$ cat src/rtl/addsub_rr_arbiter_pkg.sv
// addsub_rr_arbiter_pkg
//   Shared types and constants for the add/sub round-robin arbiter slice.
//   state_t : arbiter FSM states (IDLE=0, EXEC=1, RESP=2, 2-bit)
//   OP_ADD / OP_SUB : encoding of the per-requester req_op bit
package addsub_rr_arbiter_pkg;

   typedef enum logic [1:0] {
      IDLE = 2'd0,
      EXEC = 2'd1,
      RESP = 2'd2
   } state_t;

   localparam logic OP_ADD = 1'b0;
   localparam logic OP_SUB = 1'b1;

endpackage

$ cat src/rtl/addsub_rr_arbiter_if.sv
// addsub_rr_arbiter_if
//   Request/response bundle between NREQ clients and the shared add/sub arbiter.
//   req_valid/req_ready : per-requester handshake (ready is one-hot or zero)
//   req_a/req_b         : packed operands, requester i at [i*WIDTH +: WIDTH]
//   req_op              : per-requester op, 0 = a+b, 1 = a-b
//   resp_*              : registered result channel tagged with requester id
//   master : client side    slave : arbiter side
interface addsub_rr_arbiter_if #(
   parameter int WIDTH = 4,
   parameter int NREQ  = 4,
   parameter int IDW   = $clog2(NREQ)
);

   logic [NREQ-1:0]       req_valid;
   logic [NREQ-1:0]       req_ready;
   logic [NREQ*WIDTH-1:0] req_a;
   logic [NREQ*WIDTH-1:0] req_b;
   logic [NREQ-1:0]       req_op;
   logic                  resp_valid;
   logic                  resp_ready;
   logic [WIDTH-1:0]      resp_result;
   logic                  resp_overflow;
   logic [IDW-1:0]        resp_id;

   modport master (
      output req_valid, req_a, req_b, req_op, resp_ready,
      input  req_ready, resp_valid, resp_result, resp_overflow, resp_id
   );

   modport slave (
      input  req_valid, req_a, req_b, req_op, resp_ready,
      output req_ready, resp_valid, resp_result, resp_overflow, resp_id
   );

endinterface

$ cat src/rtl/addsub.sv
// addsub
//   Parameterised signed add/sub datapath, purely combinational.
//   a, b : WIDTH-bit two's-complement operands
//   cin  : carry in
//   sub  : 0 = a+b+cin, 1 = a+(-b)+cin
//   sum  : result modulo 2^WIDTH
//   ovf  : sign(a)==sign(b') && sign(sum)!=sign(a), b' being the operand
//          actually added; negating MIN yields MIN, so 0-MIN reports no overflow
module addsub #(
   parameter int WIDTH = 4
) (
   input  logic [WIDTH-1:0] a,
   input  logic [WIDTH-1:0] b,
   input  logic             cin,
   input  logic             sub,
   output logic [WIDTH-1:0] sum,
   output logic             ovf
);

   logic [WIDTH-1:0] b_eff;

   assign b_eff = sub ? (~b + WIDTH'(1)) : b;
   assign sum   = a + b_eff + WIDTH'(cin);
   assign ovf   = (a[WIDTH-1] == b_eff[WIDTH-1]) && (sum[WIDTH-1] != a[WIDTH-1]);

endmodule

$ cat src/rtl/addsub_rr_arbiter_rr_grant.sv
// rr_grant
//   Combinational round-robin picker.
//   req   : request vector
//   ptr   : highest-priority index (must be < NREQ)
//   grant : one-hot grant of first set req at ptr, ptr+1, ... mod NREQ
//   idx   : binary index of the granted request
//   any   : some request is set
module rr_grant #(
   parameter int NREQ = 4,
   parameter int IDW  = $clog2(NREQ)
) (
   input  logic [NREQ-1:0] req,
   input  logic [IDW-1:0]  ptr,
   output logic [NREQ-1:0] grant,
   output logic [IDW-1:0]  idx,
   output logic            any
);

   logic [IDW:0] cand;

   always_comb begin
      grant = '0;
      idx   = '0;
      any   = 1'b0;
      cand  = '0;
      for (int unsigned k = 0; k < NREQ; k++) begin
         // one extra bit so ptr+k can be wrapped for non-power-of-two NREQ
         cand = {1'b0, ptr} + (IDW+1)'(k);
         if (cand >= (IDW+1)'(NREQ)) begin
            cand = cand - (IDW+1)'(NREQ);
         end
         if (!any && req[cand[IDW-1:0]]) begin
            any                  = 1'b1;
            idx                  = cand[IDW-1:0];
            grant[cand[IDW-1:0]] = 1'b1;
         end
      end
   end

endmodule

$ cat src/rtl/addsub_rr_arbiter.sv
// addsub_rr_arbiter
//   Shares one add/sub datapath between NREQ requesters.
//   clk  : rising-edge clock
//   rst  : synchronous active-high reset
//   bus  : request/response bundle (slave side)
//   busy : high while an operation is executing or its response is pending
//   Flow: IDLE grants round-robin and captures operands, EXEC registers the
//   datapath result, RESP holds it until resp_ready. One op per 3 cycles max.
module addsub_rr_arbiter
   import addsub_rr_arbiter_pkg::*;
#(
   parameter int WIDTH = 4,
   parameter int NREQ  = 4,
   parameter int IDW   = $clog2(NREQ)
) (
   input  logic              clk,
   input  logic              rst,
   addsub_rr_arbiter_if.slave bus,
   output logic              busy
);

   state_t           state;
   logic [IDW-1:0]   rr_ptr;

   logic [NREQ-1:0]  g_onehot;
   logic [IDW-1:0]   g_idx;
   logic             g_any;

   logic [WIDTH-1:0] op_a;
   logic [WIDTH-1:0] op_b;
   logic             op_sub;
   logic [IDW-1:0]   op_id;

   logic [WIDTH-1:0] dp_sum;
   logic             dp_ovf;

   logic             resp_valid_q;
   logic [WIDTH-1:0] resp_result_q;
   logic             resp_overflow_q;
   logic [IDW-1:0]   resp_id_q;

   rr_grant #(
      .NREQ (NREQ),
      .IDW  (IDW)
   ) u_grant (
      .req   (bus.req_valid),
      .ptr   (rr_ptr),
      .grant (g_onehot),
      .idx   (g_idx),
      .any   (g_any)
   );

   addsub #(
      .WIDTH (WIDTH)
   ) u_addsub (
      .a   (op_a),
      .b   (op_b),
      .cin (1'b0),
      .sub (op_sub),
      .sum (dp_sum),
      .ovf (dp_ovf)
   );

   // grant vector is already zero when nothing is requesting
   assign bus.req_ready     = (state == IDLE) ? g_onehot : '0;
   assign bus.resp_valid    = resp_valid_q;
   assign bus.resp_result   = resp_result_q;
   assign bus.resp_overflow = resp_overflow_q;
   assign bus.resp_id       = resp_id_q;
   assign busy              = (state != IDLE);

   always_ff @(posedge clk) begin
      if (rst) begin
         state           <= IDLE;
         rr_ptr          <= '0;
         op_a            <= '0;
         op_b            <= '0;
         op_sub          <= OP_ADD;
         op_id           <= '0;
         resp_valid_q    <= 1'b0;
         resp_result_q   <= '0;
         resp_overflow_q <= 1'b0;
         resp_id_q       <= '0;
      end else begin
         case (state)
            IDLE: begin
               if (g_any) begin
                  op_a   <= bus.req_a[g_idx*WIDTH +: WIDTH];
                  op_b   <= bus.req_b[g_idx*WIDTH +: WIDTH];
                  op_sub <= (bus.req_op[g_idx] == OP_SUB);
                  op_id  <= g_idx;
                  rr_ptr <= (g_idx == IDW'(NREQ-1)) ? '0 : g_idx + 1'b1;
                  state  <= EXEC;
               end
            end
            EXEC: begin
               resp_result_q   <= dp_sum;
               resp_overflow_q <= dp_ovf;
               resp_id_q       <= op_id;
               resp_valid_q    <= 1'b1;
               state           <= RESP;
            end
            RESP: begin
               if (bus.resp_ready) begin
                  resp_valid_q <= 1'b0;
                  state        <= IDLE;
               end
            end
            default: state <= IDLE;
         endcase
      end
   end

endmodule

$ cat src/flat_wrapper.sv
// flat-port wrapper written by rule: the top's interface ports become plain ports
module addsub_rr_arbiter_flat import addsub_rr_arbiter_pkg::*;
#(
   parameter int WIDTH = 4,
   parameter int NREQ  = 4,
   parameter int IDW   = $clog2(NREQ)
)
  (clk, rst, busy, bus_req_valid, bus_req_a, bus_req_b, bus_req_op, bus_resp_ready, bus_req_ready, bus_resp_valid, bus_resp_result, bus_resp_overflow, bus_resp_id);
  addsub_rr_arbiter_if #(.WIDTH(WIDTH), .NREQ(NREQ), .IDW(IDW)) bus_i ();
  input  logic clk;
  input  logic rst;
  output logic busy;
  input wire logic [$bits(bus_i.req_valid)-1:0] bus_req_valid;
  input wire logic [$bits(bus_i.req_a)-1:0] bus_req_a;
  input wire logic [$bits(bus_i.req_b)-1:0] bus_req_b;
  input wire logic [$bits(bus_i.req_op)-1:0] bus_req_op;
  input wire logic [$bits(bus_i.resp_ready)-1:0] bus_resp_ready;
  output wire logic [$bits(bus_i.req_ready)-1:0] bus_req_ready;
  output wire logic [$bits(bus_i.resp_valid)-1:0] bus_resp_valid;
  output wire logic [$bits(bus_i.resp_result)-1:0] bus_resp_result;
  output wire logic [$bits(bus_i.resp_overflow)-1:0] bus_resp_overflow;
  output wire logic [$bits(bus_i.resp_id)-1:0] bus_resp_id;
  assign bus_i.req_valid = bus_req_valid;
  assign bus_i.req_a = bus_req_a;
  assign bus_i.req_b = bus_req_b;
  assign bus_i.req_op = bus_req_op;
  assign bus_i.resp_ready = bus_resp_ready;
  assign bus_req_ready = bus_i.req_ready;
  assign bus_resp_valid = bus_i.resp_valid;
  assign bus_resp_result = bus_i.resp_result;
  assign bus_resp_overflow = bus_i.resp_overflow;
  assign bus_resp_id = bus_i.resp_id;
  addsub_rr_arbiter #(.WIDTH(WIDTH), .NREQ(NREQ), .IDW(IDW)) u_core (.clk(clk), .rst(rst), .bus(bus_i), .busy(busy));
endmodule
$ cat config.mk
export PLATFORM = sky130hd
export DESIGN_NAME = addsub_rr_arbiter_flat
export DESIGN_NICKNAME = d
export VERILOG_FILES = /design/src/rtl/addsub_rr_arbiter_pkg.sv /design/src/rtl/addsub_rr_arbiter_if.sv /design/src/rtl/addsub.sv /design/src/rtl/addsub_rr_arbiter_rr_grant.sv /design/src/rtl/addsub_rr_arbiter.sv /design/src/flat_wrapper.sv
export SDC_FILE = /design/constraint.sdc
export NUM_CORES = 1
export LEC_CHECK = 0
export BUFFER_PORTS_ARGS = -buffer_cell sky130_fd_sc_hd__buf_2
export CORE_UTILIZATION = 45
export CTS_CLUSTER_DIAMETER = 60
export DETAILED_ROUTE_END_ITERATION = 8
export GPL_TIMING_DRIVEN = 1
export PLACE_DENSITY = 0.71
export SYNTH_ARGS = -nofsm -noshare
export SYNTH_HDL_FRONTEND = slang
export SYNTH_SLANG_ARGS = --single-unit
$ cat constraint.sdc
create_clock -name clk -period 7.7 [get_ports clk]
set_input_delay 1.54 -clock clk [delete_from_list [all_inputs] [get_ports clk]]
set_output_delay 1.54 -clock clk [all_outputs]
set_load 0.01 [all_outputs]
# --- Word-level counts from Yosys, hierarchy flattened ---
# Cells that the tools add are included.
op_classes:
  addsub: 10
  n_lt_le_gt_ge: 13
  n_eq_ne: 7
  shift: 2
  muxes: 42
  n_bitwise: 4
  reduce_logical: 17
ops:
  columns: ["operator", "n"]
  rows:
  - ["16-bit by 5-bit variable part select with 4-bit output", 2]
  - ["4-bit 2-to-1 mux", 6]
  - ["2-bit 2-to-1 mux", 11]
  - ["2-bit by 3-bit less-than comparator with 1-bit output, second input constant", 5]
  - ["1-bit 2-to-1 mux", 14]
  - ["4-bit OR", 3]
  - ["1-bit binary-select mux with 2-bit select", 5]
  - ["3-bit greater-or-equal comparator, second input constant", 3]
  - ["1-bit demux with 2-bit select", 4]
  - ["2-bit by 1-bit greater-or-equal comparator with 1-bit output, second input constant", 4]
  - ["1-bit logical AND", 8]
  - ["2-bit by 1-bit subtractor with 2-bit output, second input constant", 4]
  - ["2-bit by 2-bit adder with 3-bit output, second input constant", 2]
  - ["2-bit case mux with 3 select lines", 1]
  - ["2-bit AND reduction", 3]
  - ["4-bit by 1-bit adder with 4-bit output, second input constant", 1]
  - ["4-bit adder", 1]
  - ["2-bit equality test, second input constant", 2]
  - ["4-bit inverter", 1]
  - ["2-bit nonzero test", 2]
  - ["2-bit by 1-bit adder with 3-bit output, second input constant", 1]
  - ["2-bit by 3-bit greater-or-equal comparator with 1-bit output, second input constant", 1]
  - ["1-bit logical NOT", 3]
  - ["2-bit by 1-bit adder with 2-bit output, second input constant", 1]
  - ["other kinds (7)", 7]
totals:
  regBits: 23
  in_bits: 43
  out_inout_bits: 13
  wordCells: 105

# --- Longest topological paths before layout ---
# Gate-level depths: netlist (run 1).
logic_depth:
  ltp_word: 16
  depth_mapped: 12
  ltp_nobuf: 10

# --- By module ---
# A second synthesis (run 1) with hierarchy kept.
hier_totals:
  cells_unflattened: 186
  hier_area_um2: 1690.4
by_module_without_submodules:
  columns: ["mod", "n_inst", "cells_per_inst", "area_each_um2", "seq_area_each_um2"]
  rows:
  - ["addsub_rr_arbiter", 1, 120, 1063.5, 460.4]
  - ["rr_grant", 1, 45, 421.7, 0.0]
  - ["addsub", 1, 21, 205.2, 0.0]

# --- Worst setup path before layout (run 1) ---
# OpenSTA, ideal clock, no wires.
synth_path:
  path_kind: "input to output"
  from: "in bus_req_valid[2]"
  to: "out bus_req_ready[0]"
  t_arrival_ns: 2.995
  path_slack_ns: 3.165
  cell_stages: 8
  cell_sequence: "mux4_2 > buf_6 > nor2b_1 > clkbuf_1 > a22oi_1 > nor2_1 > a221oi_1 > nor2_1"
synth_between:
  elab_chain_len: 13
  elab_cells_between_ends: 25
synth_lines:
  columns: ["item", "line", "text"]
  rows:
  - ["from (decl)", "flat_wrapper.sv:13", "input wire logic [$bits(bus_i.req_valid)-1:0] bus_req_valid;"]
  - ["1-bit binary-select mux with 2-bit select", "addsub_rr_arbiter_rr_grant.sv:32", "if (!any && req[cand[IDW-1:0]]) begin"]
  - ["1-bit 2-to-1 mux (not written as such)", "addsub_rr_arbiter_rr_grant.sv:32", null]
  - ["1-bit 2-to-1 mux", "addsub_rr_arbiter_rr_grant.sv:32", null]
  - ["1-bit logical NOT", "addsub_rr_arbiter_rr_grant.sv:32", null]
  - ["1-bit logical AND", "addsub_rr_arbiter_rr_grant.sv:32", null]
  - ["1-bit 2-to-1 mux", "addsub_rr_arbiter_rr_grant.sv:32", null]
  - ["1-bit logical NOT", "addsub_rr_arbiter_rr_grant.sv:32", null]
  - ["1-bit logical AND", "addsub_rr_arbiter_rr_grant.sv:32", null]
  - ["1-bit 2-to-1 mux", "addsub_rr_arbiter_rr_grant.sv:32", null]
  - ["1-bit logical NOT", "addsub_rr_arbiter_rr_grant.sv:32", null]
  - ["1-bit logical AND", "addsub_rr_arbiter_rr_grant.sv:32", null]
  - ["4-bit 2-to-1 mux (*)", "addsub_rr_arbiter_rr_grant.sv:32", null]
  - ["4-bit 2-to-1 mux (*)", "addsub_rr_arbiter.sv:65", "assign bus.req_ready = (state == IDLE) ? g_onehot : '0;"]
  - ["to (decl)", "flat_wrapper.sv:18", "output wire logic [$bits(bus_i.req_ready)-1:0] bus_req_ready;"]
# Mark *: on every way between the ends. The rest lies on a longest branch, timed or not. The select of a mux whose other input is x is not followed.

# --- Final worst setup path (run 1) ---
layout_path:
  from: "reg u_core.rr_ptr[0]"
  to: "out bus_req_ready[0]"
layout_between:
  elab_chain_len: 15
  elab_cells_between_ends: 60
layout_lines:
  columns: ["item", "line", "text"]
  rows:
  - ["from (decl)", "addsub_rr_arbiter.sv:23", "logic [IDW-1:0] rr_ptr;"]
  - ["from (signal assigned)", "addsub_rr_arbiter.sv:92", "rr_ptr <= (g_idx == IDW'(NREQ-1)) ? '0 : g_idx + 1'b1;"]
  - ["parallel branches: the longest is 13 deep, another holds 2-bit by 1-bit adder with 3-bit output", null, null]
  - ["4-bit 2-to-1 mux (*)", "addsub_rr_arbiter_rr_grant.sv:32", null]
  - ["4-bit 2-to-1 mux (*)", "addsub_rr_arbiter.sv:65", null]
# Mark *: on every way between the ends. The select of a mux whose other input is x is not followed.

==> results of run 1 <==
worst min-delay path, delay by kind of cell (launching register included):
family	cells	cell delay, ps
DFF	1	310
AOI/OAI and AO/OA	1	50
and+or+nand+nor	1	50
through the flow:
| step | instance area (um2) | total power [mW] | worst slack (ps) |
|---|---|---|---|
| 6_report | 2250 | 0.817 | 2090 |
| 3_5_place_dp | 2210 | 0.746 | 2370 |
| 4_1_cts | 2250 | 0.822 | 2060 |
| 3_3_place_gp | 2210 | 0.737 | 2500 |
| 2_1_floorplan | 1930 | 0.644 | 3160 |
| 5_1_grt | 2250 | 0.903 | 1640 |
layer usage:
layer | vias to the layer above | global-route usage, %
li1 | 951 | -
met1 | 856 | 28.2
met2 | 36 | 36.3
met3 | 4 | 1.86
met4 | 0 | 6.65
met5 | - | 0
layout make-up:
class	instances	area share, %
flip-flops and latches	23	20.4
clock buffers	3	1.83
clock inverters	1	0.222
well taps	50	2.78
multi-input cells	187	60.5
repair buffers	57	12.9
inverters	8	1.33
Yosys cell counts, drive strengths merged (2+ instances only):
master and count:
ha 13, xnor2 7, mux4 3, inv 6
a221oi 4, a21oi 17, o31ai 2, o32ai 7
o21ai 5, mux2i 14, clkinv 2, mux2 10
nor2 37, or2 2, clkbuf 8, dfxtp 23
a211oi 13, nor4 3, nand2 18, a22oi 4
nor2b 3, nand2b 4, o2bb2ai 3, buf 6
nor3 8
logic make-up (layout without fill, tap and decap cells):
family	count (synthesis)	in the layout	share of synthesized area (%)
AND/OR/NAND/NOR	77	77	17.4
flip-flops	23	23	23.8
adder cells (fa/ha/maj)	14	14	9.46
AO/OA/AOI/OAI	62	62	22.6
XOR/XNOR	7	7	4.15
multiplexers	27	27	17.0
buffers and inverters	22	69	5.63
power by group:
group | internal, mW | total (mW) | switching (mW) | leakage, nW
clock | 0.0360 | 0.0729 | 0.0369 | 0.0255
combinational | 0.247 | 0.538 | 0.291 | 0.799
sequential | 0.162 | 0.205 | 0.0433 | 0.190
sequential cells by signal (all words and copies together) (netlist names):
name,cells
u_core.op_id,2
u_core.bus.resp_overflow,1
u_core.rr_ptr,2
u_core.op_sub,1
u_core.bus.resp_valid,1
u_core.state,2
u_core.bus.resp_result,4
u_core.bus.resp_id,2
u_core.op_b,4
u_core.op_a,4
how the worst max path moves through the flow:
stage	from	endpoint
2_1_floorplan	bus_req_valid[2]	bus_req_ready[0]
3_3_place_gp	u_core.rr_ptr[0]$_SDFFE_PP0P_	bus_req_ready[1]
3_5_place_dp	u_core.rr_ptr[0]$_SDFFE_PP0P_	bus_req_ready[1]
4_1_cts	u_core.rr_ptr[0]$_SDFFE_PP0P_	bus_req_ready[3]
5_1_grt	u_core.rr_ptr[0]$_SDFFE_PP0P_	bus_req_ready[3]
6_report	u_core.rr_ptr[0]$_SDFFE_PP0P_	bus_req_ready[0]
==> results, run 1 <==
- By area the synthesized netlist is led by sky130_fd_sc_hd__dfxtp_1 (24%), sky130_fd_sc_hd__ha_1 (8.4%), sky130_fd_sc_hd__mux2i_1 (7.3%), sky130_fd_sc_hd__nor2_1 (7.2%), sky130_fd_sc_hd__mux2_2 (5.2%).
- The number of sinks driven by the clock tree is 23.
- A synthesized cell averages 8.33 um2.
- The weighted congestion reported at the end of routability-driven placement is 0.812.
- The first-pass GRT wire length is 7.52 mm.
- In this run the post-CTS setup repair buffer count came out at 0.
- The unique cell type count in the Yosys netlist is 39.
- In this run, CTS created clock tree buffers numbering 3.
- The worst setup path is captured at an output pin.
- The initial core utilization is a little under half.
- In the final timing run, aggregate negative setup slack is 0 ps.
- In the final layout, the share of cells above drive strength 1 is 27.6%.
- For this block, the routed nets add up to 4.42 mm of wire.
- The top-area cell type share of the netlist area is 23.8%.
- The worst max-slew margin expressed relative to the limit is slightly below 50%.
- The total congestion overflow is 0.
- The number of instances resized during post-cts repair is 0.
- The cell area power density is between 300 and 400 nW/um2.
- The startpoint identified for the worst register-to-register timing path is u_core.rr_ptr[0]$_SDFFE_PP0P_.
- The most common cell after layout, fill and taps aside is sky130_fd_sc_hd__buf_2.
- The maximum count of clock buffers along a single path is 2.
- Relative to the synthesized area, the layout overhead comes to 16.6%.
- The post-route non-filler standard cell count is ~330.
- The clock transition at the registers of the reported paths is roughly 80 ps.
- The number of global-route vias before repair was approximately 1700.
- In this run the worst hold path is classified as flop to flop.
- The DRC violation count after routing is 0.
- Counting stages on the worst path, the most repeated cell is sky130_fd_sc_hd__nor2_1.
- Across the run, the number of max-cap violations was 0.
- Data on the critical path is required at its endpoint by 6160 ps.
- The I/O pin total is 56.
- In this run the critical register-to-register path is captured at u_core.op_b[2]$_SDFFE_PP0P_.
- The HPWL after detailed placement is 3.50 mm.
- The final period demand of the worst path is between 5000 and 6000 ps.
- Setup repair after global routing left no endpoint under its margin.
- The post-synthesis cell area is 1930 um2.
- The cell type with the highest aggregate area in the netlist is sky130_fd_sc_hd__dfxtp_1.
- The total number of yosys warnings is 0.
- The final max-slew violation count is 0.
- The minimum hold slack is between 400 and 500 ps.
- Once layout is complete, the utilization of the core stands at 55.5%.
- The die extent in x is 67.5 um.
- In the global route stage, overall resource usage came out at between 20% and 30%.
- The amount of wire on met3 after detailed routing is approximately 140 um.
- The starting DRC count in detailed routing is 83.
- The via density per instance is about 5.6.
- The run finished with clean final reports.
- After floorplanning, the core was sized to cover slightly above 4000 um2.
- The biggest cell delay along the critical path is 810 ps.
- The post-placement cell count is between 300 and 400.
- Measured in cells, the most critical reg-to-reg path has a length of 8.
- The final hold violation count is 0.
- 0 antenna diodes ended up in the layout.
- After synthesis the netlist holds a flip-flop and latch count of 23.
- The TritonCTS clock tree is yes.
- The number of placement rows is 23.
- After detailed routing, the met2 layer carries 2.17 mm of wire.
- In the final layout, the multi-input gates occupy 1360 um2.
- The clock tree skew after final layout is 0.861 ps.
- The commonest register cell after synthesis is sky130_fd_sc_hd__dfxtp_1.
- The average wire per cell in the routed design is 13.4 um.
- The detailed-router iteration count before antenna repair is 4.
- The signal on the critical path passes through clkinv_1 > ha_1 > mux4_2 > nor2b_1 > a22oi_1 > nor2_1 > a221oi_1 > nor2_1 > buf_2.
- From bottom edge to top edge, the die measures about 68 um.
- The later pin in the worst-skew pair is clocked with a latency of 260 ps.
- The number of filler instances in the final layout is 403.
- Static timing analysis puts the maximum clock frequency at 178 MHz.
- The number of buffers inserted for hold repair after clock tree synthesis is 0.
- Counting instances, the worst hold path has a depth of 2.
- Across all layers, the routed design uses between 1500 and 2000 vias.
- The startpoint identified for the worst hold timing path is u_core.bus.resp_id[1]$_SDFFE_PP0P_.
- The sequential cell area is 460 um2.
- Broken down by cell family, the worst path's largest delay share belongs to simple AND/OR/NAND/NOR gates.
- In this run, synthesis inferred 0 flip-flops with an integrated enable.
- For this run, the post-layout net count is 337.
- The flop-to-flop setup slack is 3320 ps.
- CTS built an H-tree with a depth of 1.
- The number of buffers and inverters on the critical path is 2.
- VDD sags by at most 148 uV.
- For this block, wires on met1 add up to between 2 and 2.5 mm.
- The port buffer count is 55.
- The initial antenna violation count was 0.
- The critical path class is flop to output pin.
- The share of the yosys chip area belonging to registers is 23.8%.
- In the finished design, the share of the clock period the worst path needs comes to 72.8%.
- Setup violations remaining at the end of the flow were counted as 0.
- The instance count of the mapped netlist is 232.
- The logic depth of the worst path, buffers included is 9.
- At the pin with the least slew margin, the transition time is around 750 ps.
- The maximum net fanout on the critical path is 20.
- The critical path data arrival time is 4070 ps.
- The endpoint of the worst hold path is u_core.bus.resp_id[1]$_SDFFE_PP0P_.
- The highest layer used for signal routing is met4.
- Entering global routing, the biggest net connects 24 pins.
- For this run, asynchronously set or reset flops after synthesis account for 0%.
- The kind of start point of the critical path is a flop.
- The library cells used most frequently in the layout, excluding fill and tap cells, are sky130_fd_sc_hd__buf_2 (55), sky130_fd_sc_hd__nor2_1 (37), sky130_fd_sc_hd__dfxtp_1 (23).
- The reported leakage power is just over 1 nW.
- The remaining number of nets flagged by the antenna check after routing is 0.
- The root buffer cell chosen for the clock tree is sky130_fd_sc_hd__clkbuf_8.
- The die covers 4560 um2.
- The cell type of the slowest stage on the worst timing path is sky130_fd_sc_hd__dfxtp_1.
- Synthesis produced a netlist with a net count of around 290.
(Power assumes the default switching activity.)
==> inputs of run 2 (changes only) <==
- PLACE_DENSITY: 0.71 -> 0.74
- clock period: 7.7 -> 4.6 ns (I/O delays scaled with it)
==> results, run 2 (synthesized netlist as in run 1, its figures left out) <==
- The worst path required time is 3680 ps.
- The DRC violation count after routing is 0.
- The detailed-router iteration count before antenna repair is 4.
- The post-detailed-routing wire length is 4.40 mm.
- The clock network fraction of total power is under 10%.
- The kind of start point of the critical path is a flop.
- The final hold violation count came to 0.
- Summed over all cells, the static leakage comes to 1.03 nW.
- The number of filler instances in the final layout is approximately 370.
- The number of sinks driven by the clock tree is 23.
- The combinational share of power is between 60% and 70%.
- STA puts the critical path data arrival time at 2860 ps.
- Setup violations remaining at the end of the flow were counted as 0.
- The first-pass GRT wire length is 7.38 mm.
- The area of the multi-input gates is roughly 1400 um2.
- Relative to the synthesized area, the layout overhead comes to 17.7%.
- Setup repair after global routing left no endpoint under its margin.
- The worst-case IR drop observed on VDD is between 200 and 250 uV.
- The clock tree skew after final layout is 1.60 ps.
- The worst setup path is of the flop to output pin kind.
- The cell type of the slowest stage on the worst timing path is sky130_fd_sc_hd__mux4_2.
- The sequential cell area is 460 um2.
- The worst setup margin is 820 ps.
- In this run, the number of DRC markers left after iteration 0 of detailed routing was 69.
- In this run the core area contains 23 standard-cell rows.
- The signal on the critical path passes through inv_1 > ha_1 > mux4_2 > nor2b_1 > a22oi_1 > nor2_1 > a221oi_1 > nor2_1 > buf_2.
- Entering global routing, the biggest net connects 24 pins.
- The fraction of the cycle the final worst path needs is approximately 82%.
- The die covers 4560 um2.
- STA classifies the critical path endpoint as an output pin.
- The design draws roughly 1.4 mW.
- The cell area power density is 610 nW/um2.
- Buffers inserted to repair hold after CTS numbered 0.
- In the final layout, the share of cells above drive strength 1 is 28.4%.
- The number of antenna diodes in the final layout is 0.
- The total congestion overflow is 0.
- The wire-length estimate of the detail-placed layout is between 3 and 4 mm.
- The total number of nets in the final design is 340.
- The biggest cell delay along the critical path is 640 ps.
- The run finished with clean final reports.
- The fmax is about 260 MHz.
- The core region is 4060 um2.
- The average wire per cell in the routed design is 13.2 um.
- The type of the tightest min-delay check is flop to flop.
- Once the clock tree was built, the setup fixing pass inserted 0 buffers.
- The total negative setup slack is 0 ps.
- The final max-slew violation count was 0.
- The actual slew at the worst max-slew pin is roughly 530 ps.
- The remaining number of nets flagged by the antenna check after routing is 0.
- Of the total power, the share spent switching nets is between 40% and 50%.
- The congestion estimate from routability-driven global placement came to 0.821.
- The switching power of the nets is 631 uW.
- Counting the buffers created by CTS gives 3.
- The number of instances resized during post-cts repair is 0.
- The initial antenna violation count is 0.
- CTS built an H-tree with a depth of 1.
- In this run the deepest clock path goes through 2 buffers.
- The count of max-cap constraint violations is 0.
- Among the stages of the critical path, the cell type that occurs most often is sky130_fd_sc_hd__nor2_1.
- The most common cell after layout, fill and taps aside is sky130_fd_sc_hd__buf_2.
- Timing analysis after detailed placement gives a worst setup slack of 1160 ps.
- For the worst-skew pair, the clock arrives at the later sink with an insertion delay of 270 ps.
- The clock transition at the registers of the reported paths is 80 ps.
- The worst max-slew margin expressed relative to the limit is roughly 64%.
- The number of global-route vias before repair came to 1609.
- The maximum net fanout on the critical path is 10.
- between 50 and 60 I/O pins were placed.
- The smallest clock period supported by the final layout is computed as around 3800 ps.
- The global-route total usage across every layer is 21.1%.
- For this configuration, the core starts out at a cell density of 47.6%.
- Of the total power, registers draw 23.5%.
- The die is 67.5 um tall.
- The via density per instance is 5.60.
- Leaving out fill and tap cells, the most frequent cells in the layout are sky130_fd_sc_hd__buf_2 (55), sky130_fd_sc_hd__nor2_1 (37), sky130_fd_sc_hd__dfxtp_1 (23).
- The port buffer count is 55.
- The die is 67.5 um wide.
- Summing over every cut layer, the via total after detailed routing is 1858.
- The internal power of the cells totals 756 uW.
- The TritonCTS clock tree is yes.
- The library cell used as clock root buffer is sky130_fd_sc_hd__clkbuf_8.
run 2: path summary, 6_finish.rpt:
path | from | endpoint | slack (ps) | depth (start not counted)
hold reg to reg | u_core.bus.resp_id[1]$_SDFFE_PP0P_ | u_core.bus.resp_id[1]$_SDFFE_PP0P_ | 450 | 2
hold / removal | u_core.bus.resp_id[1]$_SDFFE_PP0P_ | u_core.bus.resp_id[1]$_SDFFE_PP0P_ | 450 | 2
setup / recovery | u_core.rr_ptr[1]$_SDFFE_PP0P_ | bus_req_ready[2] | 820 | 9
setup reg to reg | u_core.rr_ptr[1]$_SDFFE_PP0P_ | u_core.op_a[3]$_SDFFE_PP0P_ | 1310 | 9
run 2: critical path: cells and delay by family (launching register included):
kind,cells,cell delay [ps]
multiplexers,1,640
AND/OR/NAND/NOR,3,560
flip-flops,1,480
adder cells (fa/ha/maj),1,420
buffers and inverters,2,300
AO/OA/AOI/OAI,2,180
run 2: metrics by stage:
step	hold slack (ps)	instances	util [%]	cell area [um2]
after global placement	440	328	54.9	2230
after CTS	454	332	56.1	2270
after detailed placement	443	328	54.9	2230
after global routing	482	332	56.1	2270
after floorplan	428	232	-	1930
final	450	332	56.1	2270
run 2: area by class of cell:
class,count,area share (%)
tap,50,2.75
timing repair buffer,60,13.8
clock buffer,3,1.82
multi-input combinational,187,59.9
sequential,23,20.2
inverter,8,1.32
clock inverter,1,0.220
run 2: routing by layer:
metal | part of all wire, % | wire (um) | GRT usage [%] | vias up
li1 | - | - | - | 961
met1 | 47 | 2080 | 28.0 | 848
met2 | 47 | 2090 | 35.1 | 44
met3 | 4.1 | 181 | 2.70 | 5
met4 | 0.98 | 43 | 6.12 | 0
met5 | 0 | 0 | 0 | -
run 2: power by group through the flow:
stage                     Sequential, mW  Clock, mW  Combinational [mW]
after CTS                          0.326      0.129               0.937
after global placement             0.328          0               0.911
after global routing               0.338      0.140                1.05
after floorplan                    0.330          0               0.748
after detailed placement           0.331          0               0.934
final                              0.326      0.128               0.932
==> inputs of run 3 (changes only) <==
- clock period: 4.6 -> 3.3 ns (I/O delays scaled with it)
==> results, run 3 (synthesized netlist as in run 1, its figures left out) <==
- The clock net in this run drives a total of 23 sinks.
- The area added between synthesis and finish is 20.4%.
- The critical path class is flop to output pin.
- Once detail routing completed, the nets flagged for antenna violations numbered 0.
- The startpoint of the most critical register-to-register path is u_core.rr_ptr[1]$_SDFFE_PP0P_.
- The initial antenna violation count was 0.
- After clock tree synthesis, the repair step resized 0 gates.
- The final max-slew violation count is 0.
- Measured on the finished design, the core utilization comes to a little under three fifths.
- The run finished with clean final reports.
- The port buffer count is 55.
- Detailed placement finished with a half-perimeter wire length of ~3.5 mm.
- The die covers between 4000 and 5000 um2.
- The initial core utilization is 47.6%.
- The starting DRC count in detailed routing is between 50 and 60.
- The clock transition at the registers of the reported paths is roughly 80 ps.
- The post-CTS setup repair buffer count is 0.
- CTS placed an instance of sky130_fd_sc_hd__clkbuf_8 at the clock tree root.
- The worst hold path begins at u_core.bus.resp_id[1]$_SDFFE_PP0P_.
- The routed design could run at a clock period as short as 3080 ps.
- The maximum net fanout on the critical path is 10.
- The final hold violation count is 0.
- Derived from the worst setup path, the maximum achievable clock frequency is 325 MHz.
- The detailed-router iteration count before antenna repair is 4.
- The number of hold buffers added after CTS was 0.
- After detailed routing, the average wire length per cell comes to 13.3 um.
- The kind of start point of the critical path is a flop.
- Setup repair after global routing left no endpoint under its margin.
- The maximum number of pins on one net before global-route repair is 24.
- The post-detailed-routing wire length is approximately 4.5 mm.
- Data arrives at the worst endpoint at 2420 ps.
- The maximum count of clock buffers along a single path is 2.
- Setup violations remaining at the end of the flow were counted as 0.
- Leaving out fill and tap cells, the most frequent cell in the layout is sky130_fd_sc_hd__buf_2.
- The number of diodes is 0.
- The type of the tightest min-delay check is flop to flop.
- Across the routed clock network, the largest skew measured is 1.38 ps.
- In this run the static leakage power is 1.05 nW.
- The total CTS buffers is 3.
- The count of max-cap constraint violations is 0.
- Final hold analysis gives a worst-case slack of 454 ps.
- Counting instances, the worst hold path has a depth of 2.
- The count of vias placed by the detailed router is 1842.
- Adding up every negative setup slack in the final design gives 0 ps.
- The worst hold path terminates at u_core.bus.resp_id[1]$_SDFFE_PP0P_.
- The first-pass GRT wire length is 7.29 mm.
- Leaving out fill and tap cells, the most frequent cells in the layout are sky130_fd_sc_hd__buf_2 (55), sky130_fd_sc_hd__nor2_1 (37), sky130_fd_sc_hd__dfxtp_1 (23).
- CTS built an H-tree with a depth of 1.
- The flop-to-flop setup slack is 430 ps.
- In the finished design, the share of the clock period the worst path needs comes to 93.3%.
- Cells with a size suffix above 1 make up 30.8% of the layout.
- STA classifies the critical path endpoint as an output pin.
- The worst reg2reg path endpoint is u_core.op_b[0]$_SDFFE_PP0P_.
- The die extent in x is 67.5 um.
- The y dimension of the die is 67.5 um.
- The standard cell core area is a little over 4000 um2.
- The DRC violation count after routing is 0.
- Measured against its own limit, the worst slew margin works out to 63.0%.
- For this design the top-level I/O count stands at 56.
- STA puts the critical path data required time at 2640 ps.
- The number of global-route vias before repair came to 1646.
- The weighted congestion reported at the end of routability-driven placement is about 0.9.
- Using the TritonRoute via totals, the vias-per-cell ratio works out to 5.48.
- The TritonCTS clock tree is yes.
- The number of cells on the worst reg-to-reg path is 8.
- Across every metal layer, demand over resource in global routing totals 20.9%.
- Global routing finished with a remaining overflow of 0.
- At the end of the flow, the number of nets in the layout was 344.
- Across the VDD grid, the largest voltage drop is between 400 and 500 uV.
- The number of placement rows is 23.
- The actual slew at the worst max-slew pin is ~550 ps.
- The later pin in the worst-skew pair is clocked with a latency of 260 ps.
- The cell area power density is between 800 and 900 nW/um2.
-- run 3: area by class of cell --
class,instances,area (um2)
repair buffers,64,343
clock inverters,1,5.00
fillers,381,1730
flip-flops and latches,23,460
multi-input cells,187,1380
clock buffers,3,41.3
inverters,8,31.3
well taps,50,62.6
-- run 3: critical path, stage by stage (launching register included) --
cell	delay (ps)
sky130_fd_sc_hd__dfxtp_1	340
sky130_fd_sc_hd__inv_1	130
sky130_fd_sc_hd__ha_4	340
sky130_fd_sc_hd__mux4_2	620
sky130_fd_sc_hd__nor2b_2	240
sky130_fd_sc_hd__a22oi_1	100
sky130_fd_sc_hd__nor2_1	100
sky130_fd_sc_hd__a221oi_1	50
sky130_fd_sc_hd__nor2_1	100
sky130_fd_sc_hd__buf_2	130
-- run 3: layer usage --
layer | track usage, % | vias to the layer above | wire length [um]
met4 | 6.12 | 0 | 22
li1 | - | 957 | -
met2 | 34.7 | 57 | 2100
met5 | 0 | - | 0
met3 | 2.70 | 2 | 221
met1 | 27.9 | 826 | 2120
-- run 3: worst max path at each step --
| stage | start | endpoint | slack (ps) | depth (start not counted) |
|---|---|---|---|---|
| after floorplan | u_core.rr_ptr[0]$_SDFFE_PP0P_ | bus_req_ready[0] | 90 | 11 |
| after global placement | bus_req_valid[1] | bus_req_ready[0] | 400 | 7 |
| after detailed placement | u_core.rr_ptr[1]$_SDFFE_PP0P_ | u_core.op_b[2]$_SDFFE_PP0P_ | 380 | 9 |
| after CTS | u_core.rr_ptr[1]$_SDFFE_PP0P_ | bus_req_ready[1] | 120 | 9 |
| after global routing | u_core.rr_ptr[1]$_SDFFE_PP0P_ | bus_req_ready[0] | 40 | 9 |
| final | u_core.rr_ptr[1]$_SDFFE_PP0P_ | bus_req_ready[1] | 220 | 9 |
-- run 3: power by group --
part           internal, mW  total, mW  switching [mW]
combinational         0.633       1.36           0.728
clock                0.0843      0.176          0.0917
sequential            0.378      0.450          0.0720
total                  1.10       1.99           0.891
-- run 3: metrics by stage --
stage / area [um2] / instances / power [mW] / worst slack [ps]
finish: 2330 / 336 / 1.99 / 220
global route: 2330 / 336 / 2.18 / 36.2
CTS: 2320 / 336 / 1.99 / 115
detailed placement: 2270 / 332 / 1.81 / 377
global placement: 2270 / 332 / 1.78 / 398
floorplan: 1950 / 232 / 1.52 / 94.2
